**config.mk**
```make
export PLATFORM = sky130hd
export DESIGN_NAME = word_sink_queue
export DESIGN_NICKNAME = d
export VERILOG_FILES = /design/src/rtl/word_sink_queue.sv
export SDC_FILE = /design/constraint.sdc
export NUM_CORES = 1
export LEC_CHECK = 0
export ABC_AREA = 0
export CAP_MARGIN = 10
export CORE_MARGIN = 3
export CORE_UTILIZATION = 35
export CTS_BUF_LIST = sky130_fd_sc_hd__clkbuf_4
export CTS_CLUSTER_SIZE = 8
export DETAILED_ROUTE_END_ITERATION = 8
export PLACE_DENSITY_LB_ADDON = 0.3
export SYNTH_ARGS = -nofsm -noshare
export SYNTH_HDL_FRONTEND = slang
export SYNTH_SLANG_ARGS = --single-unit
export TNS_END_PERCENT = 30
```
**constraint.sdc**
```tcl
create_clock -name clock -period 5.95 [get_ports clock]
set_input_delay 1.19 -clock clock [delete_from_list [all_inputs] [get_ports clock]]
set_output_delay 1.19 -clock clock [all_outputs]
set_load 0.03 [all_outputs]
```
**src/rtl/word_sink_queue.sv**
```systemverilog
// word_sink_queue: ready/valid circular FIFO that terminates the 32-bit word link in registers
module word_sink_queue #(
  parameter int WIDTH = 32,
  parameter int DEPTH = 4
) (
  input  logic                   clock,
  input  logic                   reset,
  input  logic                   io_enq_valid,
  output logic                   io_enq_ready,
  input  logic [WIDTH-1:0]       io_enq_bits,
  output logic                   io_deq_valid,
  input  logic                   io_deq_ready,
  output logic [WIDTH-1:0]       io_deq_bits,
  input  logic                   io_flush,
  output logic [$clog2(DEPTH):0] io_count
);
  localparam int PW = $clog2(DEPTH);
  localparam int CW = PW + 1;
  logic [WIDTH-1:0] mem_q [DEPTH];
  logic [PW-1:0] wr_ptr_q, wr_ptr_d, rd_ptr_q, rd_ptr_d;
  logic [CW-1:0] count_q, count_d;
  logic enq_fire, deq_fire;
  // Full/empty come from the count alone, so equal pointers are never ambiguous.
  always_comb begin
    io_enq_ready = count_q != CW'(DEPTH);
    io_deq_valid = count_q != '0;
    enq_fire = io_enq_valid & io_enq_ready;
    deq_fire = io_deq_valid & io_deq_ready;
    wr_ptr_d = io_flush ? '0 : enq_fire ? wr_ptr_q + PW'(1) : wr_ptr_q;
    rd_ptr_d = io_flush ? '0 : deq_fire ? rd_ptr_q + PW'(1) : rd_ptr_q;
    count_d = io_flush ? '0 : count_q + CW'(enq_fire) - CW'(deq_fire);
  end
  always_ff @(posedge clock or negedge reset) begin
    if (!reset) begin
      wr_ptr_q <= '0;
      rd_ptr_q <= '0;
      count_q <= '0;
    end else begin
      wr_ptr_q <= wr_ptr_d;
      rd_ptr_q <= rd_ptr_d;
      count_q <= count_d;
    end
  end
  always_ff @(posedge clock) begin
    if (enq_fire && !io_flush) mem_q[wr_ptr_q] <= io_enq_bits;
  end
  assign io_deq_bits = mem_q[rd_ptr_q];
  assign io_count = count_q;
endmodule

```
# Word level (Yosys, flattened, before mapping)
# Memory sizes are Yosys's and may differ from the RTL's.
# Index checks and enable logic that the tools add are counted.
dict set report word_totals {
  regBits 7
  latch_bits 0
  ram_bits 128
  rom_bits 0
  elab_cells 23
  memories 1
}
# memory depth width rd rd_ports_with_merged_regs wr line_no
set mem_list {}
lappend mem_list {mem_q 4 32 1 0 1 19} ;# logic [WIDTH-1:0] mem_q [DEPTH];
dict set report op_classes {
  n_addsub 4
  multipliers 0
  div 0
  order_cmp 0
  eq_ne 1
  shift 0
  mux 7
  n_bitwise 2
  reduce_logical 5
}
# operator n
set op_table {}
lappend op_table {{$mux 2} 4}
lappend op_table {{$add 2x1->2 const B} 2}
lappend op_table {{$reduce_bool 2->1} 2}
lappend op_table {{$add 3x1->3} 1}
lappend op_table {{$mux 3} 1}
lappend op_table {{$ne 3x3->1 const B} 1}
lappend op_table {{$reduce_bool 3->1} 1}
lappend op_table {{$sub 3x1->3} 1}
lappend op_table {{$and 1x1->1} 2}
lappend op_table {{$mux 1} 2}
lappend op_table {{$logic_and 1x1->1} 1}
lappend op_table {{$logic_not 1->1} 1}

# Logic depth before layout (Yosys ltp)
dict set report logic_depth {
  depth_word 5
  depth_mapped 11
  mapped_depth_nobuf 11
}

# Least setup slack after synthesis
# Ideal clock, no wire load.
dict set report synth_timing {
  path_type {input port to flip-flop}
  start {input port io_flush}
  end {memory mem_q[0][0], enable pin}
  arrival_time_ps 2445
  required_time_ps 5558
  setup_slack_ps 3113
  cell_stages 3
  path_buffers 1
  path_cell_list {clkbuf_1 -> nor3_1 -> and2_1}
}
dict set report synth_via {
  elab_chain_cells 4
}
# element line_no
set synth_lines {}
lappend synth_lines {{start, declared} 14} ;# input logic io_flush,
lappend synth_lines {{$logic_not 1->1} 45} ;# if (enq_fire && !io_flush) mem_q[wr_ptr_q] <= io_enq_bits;
lappend synth_lines {{$logic_and 1x1->1} 45}
lappend synth_lines {{$mux 1} 45}
lappend synth_lines {{$mux 1 (not written as such)} 45}
lappend synth_lines {{end, declared} 19}
# No other way between the ends.

# Final worst setup path
dict set report layout_timing {
  start {register rd_ptr_q[0]}
  end {output port io_deq_bits[27]}
}
dict set report layout_via {
  elab_chain_cells 1
}
# element line_no
set layout_lines {}
lappend layout_lines {{start, declared} 20} ;# logic [PW-1:0] wr_ptr_q, wr_ptr_d, rd_ptr_q, rd_ptr_d;
lappend layout_lines {{start signal, assigned} 40} ;# rd_ptr_q <= rd_ptr_d;
lappend layout_lines {{$mem_v2 4x32} --}
lappend layout_lines {{end, declared} 13} ;# output logic [WIDTH-1:0] io_deq_bits,
# No other way between the ends.

==> results.toml <==
[run_status]
status = "complete, no violations"

[clocking]
cts_sinks = 135
insertion_delay_ns = 0.54
cts_tree = "done"
cts_setup_buffers = 0
clockRootBuffer = "clkbuf_4"
cts_max_level = 4
cts_made_buffers = 17
ctsResizeCount = 0
cts_hold_buf = 0
cts.clk_slew.worst_paths_ns = 0.10
clockBufferDepth = 2

[sta]
period_share_pct = 70.1
final_hold_viol_count = 0
rsz0062_at_grt = "false"
slew_headroom_pct = 38.0
setup_tns_ns = 0
tightest_slew_ns = 0.930
finalSetupViolCount = 0
fmax_mhz = 240
drv_slew = 0
fin_crit_ns = 4.17
fin_hold_ws_ns = 0.599
fin_skew_ns = 0.00861

[critical_path]
reg2reg_to = "io_count[2]"
r2r_start = "io_count[1]"
start_kind = "flip-flop"
worst_ep_required_time_ns = 4.76
reg2reg_slack_ns = 3.54
arrival_ns = 2.98
cp-end-kind = "primary output"
crit_type = "flip-flop to primary output"
reg2regPathDepth = 11
crit_fanout = 18

[detailed_routing]
dr.pass1.iters = 4
num_vias = 2378
detail_route.wl_per_cell_um = 18.6
route.detailed.drc = 0
viasPerCell = 4.83
antenna_left = 0
drtIter0Drc = 177
wl_um = 9150

[min_path]
min_path_cells = 2
hold_path.class = "flip-flop to flip-flop"
min-delay-start = "wr_ptr_q[1]"
hold_end = "wr_ptr_q[1]"

[floorplan]
die-area_mm2 = 0.0162
rows = 43
initial_core_util_pct = 36.4
die_x_um = 127
core_mm2 = 0.0141
die_h_um = 127
io_pins = 74

[global_routing]
grt_max_degree = 34
gr-usage-all-layers_pct = 12.2
grt_pass1_vias = 2633
grt_overflow = 0
antenna_found_initial = 0
grt_pass1_wl_um = 14300

[synthesis]
yosys.area.top_type_share_pct = 74.8
yosysUniqueCellTypes = 25
avgSynthCellArea_um2 = 23.8
synth.area.top_cells = "edfxtp_1, mux4_2, dfrtp_1"
synth_fp_nets = 260
synth_seq_cells = 135
seq_area_frac_synth_pct = 78.2
yosys_warnings = 0
syn-cell-area_mm2 = 0.00514
yosysTopAreaCell = "edfxtp_1"
syn_inst = 216

[cells_and_area]
drive_above_1_share_pct = 19.2
antenna-diode-count = 0
fillerInstances = 1225
syn2layout_area_growth_pct = 21.8
final_util_pct = 44.4
fin_nets = 344
finalNonFillerCells = 492

[power]
peakVddDrop_uv = 255
cellPowerDensity_mw_per_mm2 = 397
total_power_mw = 2.49
p_leak_nw = 2.00

[placement]
placedCellCount = 461
detailed_place_hpwl_um = 5320
gp_congestion = 0.641
port_buffers = 73

[run]
drv_cap = 0
how the worst max path moves through the flow:
stage                           start              end  slack (ns)  cells past startpoint
after floorplan              io_flush      mem_q[0][0]        3.11                      3
final                     rd_ptr_q[0]  io_deq_bits[27]        1.78                      3
after detailed placement  rd_ptr_q[0]  io_deq_bits[13]        2.26                      3
after global routing      rd_ptr_q[0]  io_deq_bits[27]        1.54                      3
after CTS                 rd_ptr_q[0]  io_deq_bits[13]        1.64                      3
after global placement    rd_ptr_q[0]  io_deq_bits[25]        2.26                      3
Yosys cell counts:
master and n:
nor2_1 5, nor2b_1 1, nand2b_1 2, mux4_1 4, mux2i_1 1, nor3b_2 1, xor2_1 2, buf_12 3
fa_1 1, mux4_2 28, nor3_1 2, buf_2 3, a21oi_1 1, or3_1 2, edfxtp_1 128, inv_1 7
dfrtp_1 7, buf_6 1, and2_1 5, o21ai_0 1, clkbuf_1 2, ha_1 6, o31a_1 1, o311ai_0 1
xnor2_1 1
where the power goes:
part	leakage [nW]	total, mW	internal, mW	switching, mW
clock network	0.129	0.541	0.234	0.307
registers	1.25	1.19	1.11	0.0788
logic	0.617	0.760	0.368	0.392
metrics by stage:
step / area (um^2) / setup slack [ns]
floorplan: 5140 / 3.11
global placement: 6010 / 2.26
detailed placement: 6010 / 2.26
CTS: 6260 / 1.64
global route: 6260 / 1.54
finish: 6260 / 1.78
critical path: stages, from the launching register on:
cell	delay [ns]
dfrtp_2	0.79
buf_4	0.45
mux4_2	0.58
clkdlybuf4s50_1	0.62
cells in the final DEF (no fill, tap or decap), types with 2 or more instances in the layout:
cell / count
mux4_1: 4
clkinv_1: 7
xor2_1: 2
mux4_2: 28
bufinv_16: 2
dfrtp_1: 5
clkdlybuf4s50_1: 73
and2_2: 4
inv_1: 7
or3_1: 2
clkinv_2: 3
nand2b_1: 2
dfrtp_2: 2
nor2_1: 5
clkbuf_4: 17
clkinvlp_4: 2
ha_1: 6
nor3_1: 2
edfxtp_1: 128
final cells by class:
cell class | instances | area, um^2 | area share [%]
clock inverter | 14 | 116 | 1.86
inverter | 7 | 26.3 | 0.420
sequential | 135 | 4020 | 64.3
tap | 180 | 225 | 3.60
clock buffer | 17 | 128 | 2.04
multi-input combinational | 65 | 1000 | 16.0
timing repair buffer | 74 | 738 | 11.8
state kept, by name, indices dropped and copies added (netlist names):
register  cells
mem_q       128
wr_ptr_q      2
rd_ptr_q      2
io_count      3
cells by family (layout without fill, tap and decap cells):
group	count (synthesis)	in the layout	share of synthesized area [%]
AO/OA/AOI/OAI	4	4	0.536
XOR/XNOR	3	3	0.512
adder cells (fa/ha/maj)	7	7	1.85
buffers and inverters	16	112	2.34
flip-flops	135	135	78.2
multiplexers	33	33	14.5
AND/OR/NAND/NOR	18	18	2.02
layer usage:
metal  vias to the layer above  share of wire, %  GRT usage [%]
met5                         -                 0              0
met4                         0               2.0           5.68
met3                        14               4.6           4.43
met2                        64                49           18.9
met1                      1235                45           15.2
li1                       1065                 -              -
Power figures use the tool's default switching activity.
